<file path="config.mk">
export PLATFORM = sky130hd
export DESIGN_NAME = i2cmb_cmd_sequencer
export DESIGN_NICKNAME = d
export VERILOG_FILES = /design/src/rtl/i2cmb_cmd_sequencer.sv
export SDC_FILE = /design/constraint.sdc
export NUM_CORES = 1
export LEC_CHECK = 0
export BUFFER_PORTS_ARGS = -buffer_cell sky130_fd_sc_hd__buf_2
export CORE_MARGIN = 3
export CORE_UTILIZATION = 45
export CTS_CLUSTER_DIAMETER = 50
export DETAILED_ROUTE_END_ITERATION = 12
export PLACE_DENSITY = 0.66
export SLEW_MARGIN = 20
export SYNTH_ARGS = -nofsm -noshare
export SYNTH_HDL_FRONTEND = slang
export SYNTH_SLANG_ARGS = --single-unit
</file>
<file path="constraint.sdc">
create_clock -name clk_i -period 4.3 [get_ports clk_i]
set_input_delay 0.86 -clock clk_i [delete_from_list [all_inputs] [get_ports clk_i]]
set_output_delay 0.86 -clock clk_i [all_outputs]
set_load 0.1 [all_outputs]
</file>
<file path="src/rtl/i2cmb_cmd_sequencer.sv">
// i2cmb_cmd_sequencer
//   Wishbone master that turns a simple byte-transaction request into the
//   register access sequence of the IICMB controller: core enable, Set Bus,
//   Start, address, data write/read, Stop. After every command it waits for
//   irq_i, reads CMDR back, and decodes the result. Read bytes are streamed
//   out on rd_data_o/rd_valid_o.
//
// Ports
//   clk_i, rst_i                 clock, synchronous active-high reset
//   req_valid_i/req_ready_o      request handshake (ready only in IDLE)
//   req_bus_i/addr_i/op_i/len_i  target bus, 7-bit address, 0=wr 1=rd, byte count
//   wr_data_i/wr_valid_i/wr_ready_o  write byte stream
//   rd_data_o/rd_valid_o         read byte stream (pulse, no backpressure)
//   done_o/status_o              end-of-transaction pulse and result code
//   busy_o                       transaction in progress
//   cyc_o/stb_o/we_o/adr_o/dat_o/dat_i/ack_i  Wishbone master port
//   irq_i                        controller command-done interrupt
module i2cmb_cmd_sequencer #(
  parameter int WB_ADDR_WIDTH = 2,
  parameter int WB_DATA_WIDTH = 8,
  parameter int NUM_I2C_BUSES = 1,
  parameter int LEN_WIDTH     = 6,
  parameter int IRQ_TIMEOUT   = 65535
) (
  input  logic                     clk_i,
  input  logic                     rst_i,
  input  logic                     req_valid_i,
  output logic                     req_ready_o,
  input  logic [((NUM_I2C_BUSES > 1) ? $clog2(NUM_I2C_BUSES) : 1)-1:0] req_bus_i,
  input  logic [6:0]               req_addr_i,
  input  logic                     req_op_i,
  input  logic [LEN_WIDTH-1:0]     req_len_i,
  input  logic [7:0]               wr_data_i,
  input  logic                     wr_valid_i,
  output logic                     wr_ready_o,
  output logic [7:0]               rd_data_o,
  output logic                     rd_valid_o,
  output logic                     done_o,
  output logic [2:0]               status_o,
  output logic                     busy_o,
  output logic                     cyc_o,
  output logic                     stb_o,
  output logic                     we_o,
  output logic [WB_ADDR_WIDTH-1:0] adr_o,
  output logic [WB_DATA_WIDTH-1:0] dat_o,
  input  logic [WB_DATA_WIDTH-1:0] dat_i,
  input  logic                     ack_i,
  input  logic                     irq_i
);

  localparam int BW = (NUM_I2C_BUSES > 1) ? $clog2(NUM_I2C_BUSES) : 1;
  localparam int TW = (IRQ_TIMEOUT > 1) ? $clog2(IRQ_TIMEOUT + 1) : 1;

  localparam logic [3:0] S_INIT       = 4'd0;
  localparam logic [3:0] S_IDLE       = 4'd1;
  localparam logic [3:0] S_SETBUS_DPR = 4'd2;
  localparam logic [3:0] S_SETBUS_CMD = 4'd3;
  localparam logic [3:0] S_START_CMD  = 4'd4;
  localparam logic [3:0] S_ADDR_DPR   = 4'd5;
  localparam logic [3:0] S_ADDR_CMD   = 4'd6;
  localparam logic [3:0] S_WDATA_DPR  = 4'd7;
  localparam logic [3:0] S_WDATA_CMD  = 4'd8;
  localparam logic [3:0] S_RD_CMD     = 4'd9;
  localparam logic [3:0] S_RD_DPR     = 4'd10;
  localparam logic [3:0] S_STOP_CMD   = 4'd11;
  localparam logic [3:0] S_WAIT       = 4'd12;
  localparam logic [3:0] S_DONE       = 4'd13;
  localparam logic [3:0] S_RECOV0     = 4'd14;
  localparam logic [3:0] S_RECOV1     = 4'd15;

  // Which command the WAIT state is waiting on.
  localparam logic [2:0] P_SETBUS = 3'd0;
  localparam logic [2:0] P_START  = 3'd1;
  localparam logic [2:0] P_ADDR   = 3'd2;
  localparam logic [2:0] P_WDATA  = 3'd3;
  localparam logic [2:0] P_RD     = 3'd4;
  localparam logic [2:0] P_STOP   = 3'd5;

  localparam logic [2:0] ST_OK      = 3'd0;
  localparam logic [2:0] ST_NAK     = 3'd1;
  localparam logic [2:0] ST_ARBLOST = 3'd2;
  localparam logic [2:0] ST_ERR     = 3'd3;
  localparam logic [2:0] ST_TIMEOUT = 3'd4;

  localparam logic [WB_ADDR_WIDTH-1:0] A_CSR  = WB_ADDR_WIDTH'(0);
  localparam logic [WB_ADDR_WIDTH-1:0] A_DPR  = WB_ADDR_WIDTH'(1);
  localparam logic [WB_ADDR_WIDTH-1:0] A_CMDR = WB_ADDR_WIDTH'(2);

  logic [3:0]           state;
  logic [2:0]           phase;
  logic [2:0]           res;
  logic [BW-1:0]        bus_q;
  logic [BW-1:0]        cur_bus;
  logic                 bus_valid;
  logic [6:0]           addr_q;
  logic                 op_q;
  logic [LEN_WIDTH-1:0] cnt;
  logic [TW-1:0]        tmo;

  // Access the current state wants to issue.
  logic                     go;
  logic                     a_we;
  logic [WB_ADDR_WIDTH-1:0] a_adr;
  logic [WB_DATA_WIDTH-1:0] a_dat;
  logic                     launch;
  logic                     acked;
  logic                     last;

  assign last        = (cnt == LEN_WIDTH'(1));
  assign launch      = go && !cyc_o;
  assign acked       = cyc_o && ack_i;
  assign req_ready_o = (state == S_IDLE);
  assign wr_ready_o  = (state == S_WDATA_DPR) && !cyc_o && wr_valid_i;

  always_comb begin
    go    = 1'b0;
    a_we  = 1'b0;
    a_adr = '0;
    a_dat = '0;
    case (state)
      S_INIT, S_RECOV1: begin
        go = 1'b1; a_we = 1'b1; a_adr = A_CSR; a_dat = WB_DATA_WIDTH'(8'hC0);
      end
      S_RECOV0: begin
        go = 1'b1; a_we = 1'b1; a_adr = A_CSR; a_dat = '0;
      end
      S_SETBUS_DPR: begin
        go = 1'b1; a_we = 1'b1; a_adr = A_DPR; a_dat = WB_DATA_WIDTH'(bus_q);
      end
      S_SETBUS_CMD: begin
        go = 1'b1; a_we = 1'b1; a_adr = A_CMDR; a_dat = WB_DATA_WIDTH'(8'h06);
      end
      S_START_CMD: begin
        go = 1'b1; a_we = 1'b1; a_adr = A_CMDR; a_dat = WB_DATA_WIDTH'(8'h04);
      end
      S_ADDR_DPR: begin
        go = 1'b1; a_we = 1'b1; a_adr = A_DPR; a_dat = WB_DATA_WIDTH'({addr_q, op_q});
      end
      S_ADDR_CMD, S_WDATA_CMD: begin
        go = 1'b1; a_we = 1'b1; a_adr = A_CMDR; a_dat = WB_DATA_WIDTH'(8'h01);
      end
      S_WDATA_DPR: begin
        // Stalls without a bus cycle until a write byte is offered.
        go = wr_valid_i; a_we = 1'b1; a_adr = A_DPR; a_dat = WB_DATA_WIDTH'(wr_data_i);
      end
      S_RD_CMD: begin
        go = 1'b1; a_we = 1'b1; a_adr = A_CMDR;
        a_dat = last ? WB_DATA_WIDTH'(8'h03) : WB_DATA_WIDTH'(8'h02);
      end
      S_RD_DPR: begin
        go = 1'b1; a_adr = A_DPR;
      end
      S_STOP_CMD: begin
        go = 1'b1; a_we = 1'b1; a_adr = A_CMDR; a_dat = WB_DATA_WIDTH'(8'h05);
      end
      S_WAIT: begin
        go = irq_i; a_adr = A_CMDR;
      end
      default: ;
    endcase
  end

  always_ff @(posedge clk_i) begin
    if (rst_i) begin
      state      <= S_INIT;
      phase      <= P_SETBUS;
      res        <= ST_OK;
      bus_q      <= '0;
      cur_bus    <= '0;
      bus_valid  <= 1'b0;
      addr_q     <= '0;
      op_q       <= 1'b0;
      cnt        <= '0;
      tmo        <= '0;
      cyc_o      <= 1'b0;
      stb_o      <= 1'b0;
      we_o       <= 1'b0;
      adr_o      <= '0;
      dat_o      <= '0;
      rd_data_o  <= '0;
      rd_valid_o <= 1'b0;
      done_o     <= 1'b0;
      status_o   <= ST_OK;
      busy_o     <= 1'b0;
    end else begin
      done_o     <= 1'b0;
      rd_valid_o <= 1'b0;

      if (launch) begin
        cyc_o <= 1'b1;
        stb_o <= 1'b1;
        we_o  <= a_we;
        adr_o <= a_adr;
        dat_o <= a_dat;
      end else if (acked) begin
        cyc_o <= 1'b0;
        stb_o <= 1'b0;
        we_o  <= 1'b0;
        adr_o <= '0;
        dat_o <= '0;
      end

      case (state)
        S_INIT:       if (acked) state <= S_IDLE;
        S_IDLE: begin
          if (req_valid_i) begin
            bus_q  <= req_bus_i;
            addr_q <= req_addr_i;
            op_q   <= req_op_i;
            cnt    <= req_len_i;
            res    <= ST_OK;
            busy_o <= 1'b1;
            state  <= (bus_valid && (req_bus_i == cur_bus)) ? S_START_CMD : S_SETBUS_DPR;
          end
        end
        S_SETBUS_DPR: if (acked) state <= S_SETBUS_CMD;
        S_SETBUS_CMD: if (acked) begin phase <= P_SETBUS; tmo <= '0; state <= S_WAIT; end
        S_START_CMD:  if (acked) begin phase <= P_START;  tmo <= '0; state <= S_WAIT; end
        S_ADDR_DPR:   if (acked) state <= S_ADDR_CMD;
        S_ADDR_CMD:   if (acked) begin phase <= P_ADDR;   tmo <= '0; state <= S_WAIT; end
        S_WDATA_DPR:  if (acked) state <= S_WDATA_CMD;
        S_WDATA_CMD:  if (acked) begin phase <= P_WDATA;  tmo <= '0; state <= S_WAIT; end
        S_RD_CMD:     if (acked) begin phase <= P_RD;     tmo <= '0; state <= S_WAIT; end
        S_STOP_CMD:   if (acked) begin phase <= P_STOP;   tmo <= '0; state <= S_WAIT; end
        S_RD_DPR: begin
          if (acked) begin
            rd_data_o  <= dat_i[7:0];
            rd_valid_o <= 1'b1;
            cnt        <= cnt - LEN_WIDTH'(1);
            state      <= last ? S_STOP_CMD : S_RD_CMD;
          end
        end
        S_WAIT: begin
          if (acked) begin
            // Precedence AL > ERR > NAK > DON. A NAK seen on the Stop itself
            // does not replace the status already recorded.
            if (dat_i[5]) begin
              res       <= ST_ARBLOST;
              bus_valid <= 1'b0;
              state     <= S_DONE;
            end else if (dat_i[4]) begin
              res   <= ST_ERR;
              state <= S_DONE;
            end else if (dat_i[6] && (phase != P_STOP)) begin
              res   <= ST_NAK;
              state <= S_STOP_CMD;
            end else if (dat_i[7] || dat_i[6]) begin
              case (phase)
                P_SETBUS: begin
                  cur_bus   <= bus_q;
                  bus_valid <= 1'b1;
                  state     <= S_START_CMD;
                end
                P_START: state <= S_ADDR_DPR;
                P_ADDR: begin
                  if (cnt == '0)  state <= S_STOP_CMD;
                  else if (op_q)  state <= S_RD_CMD;
                  else            state <= S_WDATA_DPR;
                end
                P_WDATA: begin
                  cnt   <= cnt - LEN_WIDTH'(1);
                  state <= last ? S_STOP_CMD : S_WDATA_DPR;
                end
                P_RD:    state <= S_RD_DPR;
                default: state <= S_DONE;
              endcase
            end else begin
              // No status bit at all is treated as a controller error.
              res   <= ST_ERR;
              state <= S_DONE;
            end
          end else if (!cyc_o && !irq_i) begin
            if (tmo == TW'(IRQ_TIMEOUT - 1)) begin
              res       <= ST_TIMEOUT;
              bus_valid <= 1'b0;
              state     <= S_RECOV0;
            end else begin
              tmo <= tmo + TW'(1);
            end
          end
        end
        S_RECOV0: if (acked) state <= S_RECOV1;
        S_RECOV1: if (acked) state <= S_DONE;
        S_DONE: begin
          done_o   <= 1'b1;
          status_o <= res;
          busy_o   <= 1'b0;
          state    <= S_IDLE;
        end
        default: state <= S_INIT;
      endcase
    end
  end

endmodule

</file>
### Word level (Yosys, flattened, before mapping)

Index checks and enable logic that the tools add are counted.
Widths: inputs -> output; s select.

* bits in registers: 69
* latch bits: 0
* memory bits (writable): 0
* ROM bits: 0
* input port bits: 37
* output and inout port bits: 29
* memories kept: 0

* add/sub/neg operators: 2
* multiply operators: 0
* divide/modulo/power cells: 0
* magnitude comparators: 0
* eq/ne operators: 54
* shift-type cells: 0
* multiplexer cells: 77
* bitwise operators: 4
* reduce and logical (&&, ||, !) cells: 39

Operators by type and width (count)
* $mux 4: 19
* $pmux 8 s9: 1
* $mux 16: 4
* $mux 6: 8
* $mux 3: 15
* $ne 2x2->1 const B: 22
* $pmux 4 s11: 1
* $eq 4x4->1 const B: 8
* $pmux 16 s2: 1
* $reduce_or 12->1: 2
* $reduce_and 7->1: 3
* $pmux 4 s5: 1
* $pmux 3 s6: 1
* $pmux 6 s3: 1
* $add 16x1->16 const B: 1
* $eq 16x16->1 const B: 1
* $eq 4x3->1 const B: 4
* $mux 1: 16
* $mux 8: 2
* $ne 3x3->1 const B: 5
* $reduce_bool 2->1: 6
* $reduce_and 11->1: 1
* $reduce_and 5->1: 2
* $reduce_and 9->1: 1
* 30 further kinds: 50

### Longest topological paths before layout

* word-level depth: 9
* gate-level depth with buffers: 9

### Worst setup path before layout

No wires, ideal clock.

* kind: reg-to-output
* start: register state[2]
* end: output port wr_ready_o
* arrival time: 3.208 ns
* data required time: 3.440 ns
* slack: 0.232 ns
* cell stages (with the launch flop): 6
* path buffers: 2
* cell sequence: dfxtp_1 -> buf_2 -> nor2b_1 -> clkbuf_1 -> nand3_1 -> nor3b_1

* word-level cells in the longest chain between the ends: 3

Ends and longest elaborated chain
* start: declaration: line 89 `logic [3:0] state;`
* start signal: assignment: line 213 `state <= (bus_valid && (req_bus_i == cur_bus)) ? S_START_CMD : S_SETBUS_DPR;`
* start signal: assignment: line 230 `state <= last ? S_STOP_CMD : S_RD_CMD;`
* start signal: assignment: line 262 `state <= last ? S_STOP_CMD : S_WDATA_DPR;`
* $eq 4x3->1: line 113 `assign wr_ready_o = (state == S_WDATA_DPR) && !cyc_o && wr_valid_i;`
* $logic_and 1x1->1 (2 in a row): line 113
* end: declaration: line 35 `output logic wr_ready_o,`

Every way passes these cells.

### Worst setup path after layout

* start: register state[0]
* end: output port req_ready_o

* word-level cells in the longest chain between the ends: 1

Ends and longest elaborated chain
* $eq 4x1->1: line 112 `assign req_ready_o = (state == S_IDLE);`
* end: declaration: line 28 `output logic req_ready_o,`

Every way passes these cells.

==> results by stage <==
Final layout:
- The number of inserted diodes is 0.
- The area growth from synthesis to layout is 14.0%.
- The cell area after layout is 4430 um2.
- The share of post-route cells with drive strength above 1 is 17.7%.
- The final layout contains 584 nets.
- The post-route core utilization is 53.4%.
- Leaving out filler cells and counting taps, the final layout contains 652.

Pwr:
- The total power draw is 2.03 mW.
- The maximum vdd drop is 0.375 mV.
- The analysis attributes to cell leakage a power of 1.67 nW.
- Power spread over the standard cell area amounts to 457 nW/um2.

Synthesis:
- In the synthesized netlist, the number of instances is 498.
- The most common cell in the synthesized netlist is sky130_fd_sc_hd__dfxtp_1.
- In the synthesized netlist the async set-or-reset flop fraction comes to 0%.
- The share of synthesized area occupied by flip-flops and latches is 35.5%.
- The cell area that synthesis handed to floorplanning was 3890 um2.
- By count the netlist is led by sky130_fd_sc_hd__dfxtp_1, sky130_fd_sc_hd__a21oi_1, sky130_fd_sc_hd__nand2_1, sky130_fd_sc_hd__nor2_1, sky130_fd_sc_hd__nand3_1.
- The largest area contributor in the synthesized netlist is sky130_fd_sc_hd__dfxtp_1.
- The total number of yosys warnings is 0.
- After synthesis, the largest area contributor takes up 35.5% of total cell area.
- The post-synthesis area per instance is 7.81 um2.
- The synthesized design contains 69 register bits.
- The count of flip-flops with a built-in enable after synthesis is 0.
- Synthesis instantiated 73 different standard cells from the library.
- The net count of the mapped netlist is 540.
- By area the synthesized netlist is led by sky130_fd_sc_hd__dfxtp_1, sky130_fd_sc_hd__a21oi_1, sky130_fd_sc_hd__nand2_1.
- Among all flip-flop cells after synthesis, the most frequent one is sky130_fd_sc_hd__dfxtp_1.

Floorplanning:
- From left edge to right edge, the die measures 99.0 um.
- The full die area is 9790 um2.
- The initial utilization of the core area, before any placement, comes to 46.9%.
- The site row count is 33.
- The floorplan step defined a core boundary enclosing 8300 um2.
- The die is 99.0 um tall.
- The number of I/O pins is 66.

Global route:
- After global routing the overflow that remains totals 0.
- The met2 track demand over resource is 31.8%.
- The met3 layer usage reported by global route is 4.25%.
- The number of global-route vias before repair is 3,456.
- The first global-routing pass estimated 17,100 um of wire.
- Entering global routing, the biggest net connects 51 pins.
- The total global routing track utilization is 21.1%.
- After global routing, the most crowded layer is met2.
- The initial antenna violation count came to 0.
- In the global route stage, met1 resource usage came out at 30.8%.

CTS:
- Clock-pin slew was measured on the worst setup and hold paths at 0.08 ns.
- In this run the deepest clock path goes through 2 buffers.
- TritonCTS created 9 clock buffers.
- The library cell used as clock root buffer is sky130_fd_sc_hd__clkbuf_8.
- Buffers inserted to repair hold after CTS numbered 0.
- Counting every sink on the clock net gives 69.
- For the worst-skew pair, the clock arrives at the later sink with an insertion delay of 0.35 ns.
- Once the clock tree was built, the resizer swapped 0 gates to a different size.
- TritonCTS built the clock tree.
- Buffers added to address setup during post-CTS repair amount to 0.
- In this run the number of H-tree levels came out at 3.

STA:
- In the finished design, the share of the clock period the worst path needs comes to 75.5%.
- For the finished layout, the period the worst path requires is 3.25 ns.
- The setup violation total in the final timing report is 0.
- Setup repair after global routing left no endpoint under its margin.
- The maximum operating frequency is 308 MHz.
- Measured against its own limit, the worst slew margin works out to 38.0%.
- The final count of pins violating max slew is 0.
- For the pin with the worst max-slew slack, the measured transition is 0.929 ns.
- The aggregate negative setup slack is 0 ns.
- The worst hold-check slack is 0.455 ns.
- Setup slack on the critical path of the routed design comes to 1.05 ns.
- Between clock sinks in the finished design, the worst skew comes to 0.00952 ns.
- The final hold violation count came to 0.

Route:
- The DRC violation count after routing is 0.
- The number of DRC violations after detailed-routing iteration 0 is 248.
- After detailed routing, the number of vias per cell comes to 5.89.
- Detailed routing inserted a total of 3,842 vias.
- The pre-antenna-repair detailed-routing pass consisted of 6 iterations.
- The routed design has 10,100 um of wire.
- The post-detailed-route count of antenna-violating nets is 0.
- The wire length per cell is 15.5 um.

Min path:
- Along the worst hold path, the cell count comes to 2.
- In this run the worst hold path is classified as reg2reg.
- The path with the worst hold slack has its endpoint at addr_q[6].
- The startpoint of the lowest-slack hold path is addr_q[6].

Outcome:
- The flow ran to the end, and the final reports show no timing, DRC or antenna violations.

Worst setup path:
- STA classifies the critical path endpoint as an output pin.
- Measured in cells, the most critical reg-to-reg path has a length of 5.
- In this run the register-to-register setup slack is 1.40 ns.
- The classification of the worst setup path is reg2out.
- The worst path arrival time is 2.39 ns.
- STA puts the critical path data required time at 3.44 ns.
- The largest fanout on the critical path is 28.
- The startpoint type of the worst setup path is a flip-flop.
- The worst register-to-register path begins at state[0].
- In this run the critical register-to-register path is captured at cnt[1].

Placement:
- The placed instances occupy a cell area of 4210 um2.
- The congestion estimate from routability-driven global placement came to 0.935.
- The count of buffers added on input and output ports is 65.
- Detailed placement finished with a half-perimeter wire length of 7050 um.
- The total placed cells including tap cells is 636.
- At the placement stage, the worst setup path has a slack of 1.35 ns.

Flow run:
- Max-cap violations in this run came to 0.
-- placed cells by master (no fill, tap or decap), types with 3 or more instances in the layout --
| master | instances |
|---|---|
| sky130_fd_sc_hd__a211oi_1 | 3 |
| sky130_fd_sc_hd__clkbuf_8 | 9 |
| sky130_fd_sc_hd__o21ai_1 | 4 |
| sky130_fd_sc_hd__nand2_1 | 56 |
| sky130_fd_sc_hd__a21oi_1 | 60 |
| sky130_fd_sc_hd__or4_1 | 9 |
| sky130_fd_sc_hd__o211ai_1 | 5 |
| sky130_fd_sc_hd__inv_1 | 14 |
| sky130_fd_sc_hd__a211o_1 | 4 |
| sky130_fd_sc_hd__dfxtp_1 | 69 |
| sky130_fd_sc_hd__nor2_1 | 43 |
| sky130_fd_sc_hd__o21ai_0 | 21 |
| sky130_fd_sc_hd__mux2i_1 | 12 |
| sky130_fd_sc_hd__o22ai_1 | 7 |
| sky130_fd_sc_hd__o31a_1 | 3 |
| sky130_fd_sc_hd__nand4_1 | 4 |
| sky130_fd_sc_hd__or3_1 | 7 |
| sky130_fd_sc_hd__nor4_1 | 4 |
| sky130_fd_sc_hd__xnor2_1 | 6 |
| sky130_fd_sc_hd__or2_2 | 3 |
| sky130_fd_sc_hd__buf_2 | 65 |
| sky130_fd_sc_hd__nor2b_1 | 13 |
| sky130_fd_sc_hd__nor3_1 | 8 |
| sky130_fd_sc_hd__o41ai_1 | 3 |
| sky130_fd_sc_hd__o311a_1 | 3 |
| sky130_fd_sc_hd__buf_4 | 3 |
| sky130_fd_sc_hd__nand3_1 | 29 |
| sky130_fd_sc_hd__nand2b_1 | 9 |
| sky130_fd_sc_hd__and2_1 | 4 |
| sky130_fd_sc_hd__ha_1 | 5 |
| sky130_fd_sc_hd__o31ai_1 | 8 |
-- metal layers --
metal | wire, um | share of wire [%] | up-vias
li1 | - | - | 1911
met4 | 125 | 1.2 | 0
met2 | 4550 | 45 | 111
met3 | 642 | 6.3 | 14
met5 | 0 | 0 | -
met1 | 4810 | 48 | 1806
-- worst max-delay path: stages (launching register included) --
cell and delay, ns:
sky130_fd_sc_hd__dfxtp_1 0.92, sky130_fd_sc_hd__nor2b_1 0.49, sky130_fd_sc_hd__and2_1 0.20, sky130_fd_sc_hd__buf_2 0.42
-- flip-flops by register name, summed over array words and instances (netlist names), 2 cells and up --
register / count
phase: 3
cnt: 6
res: 3
state: 4
adr_o: 2
status_o: 3
rd_data_o: 8
dat_o: 8
addr_q: 7
tmo: 16
-- logic make-up (layout without fill, tap and decap cells) --
logic type	Yosys count	in the layout	share of synthesized area [%]
mux	13	13	3.38
simple gates	207	207	27.8
buf+inv	50	99	5.63
compound gates	148	148	24.7
fa+ha+maj	5	5	1.61
xor+xnor	6	6	1.35
flops	69	69	35.5
-- power by group --
group / total [mW] / internal [mW] / switching [mW]
Combinational: 0.660 / 0.180 / 0.480
Sequential: 0.752 / 0.683 / 0.0687
Clock: 0.616 / 0.336 / 0.280
Total: 2.03 / 1.20 / 0.829
-- worst max path at each step --
stage,slack (ns),depth (start not counted),start,end
after floorplan,0.23,5,state[2],wr_ready_o
after global placement,1.40,4,rst_i,tmo[6]
after detailed placement,1.35,4,rst_i,tmo[6]
after CTS,1.06,5,state[2],wr_ready_o
after global routing,0.78,5,state[2],wr_ready_o
final,1.05,3,state[0],req_ready_o
-- area by class of cell --
type	count	area, um2
multi-input cells	379	2290
repair buffers	68	348
flip-flops and latches	69	1380
clock buffers	9	124
inverters	15	56.3
clock inverters	7	105
well taps	105	131
fillers	808	3860
No activity file was read; power rests on OpenSTA's default activity.
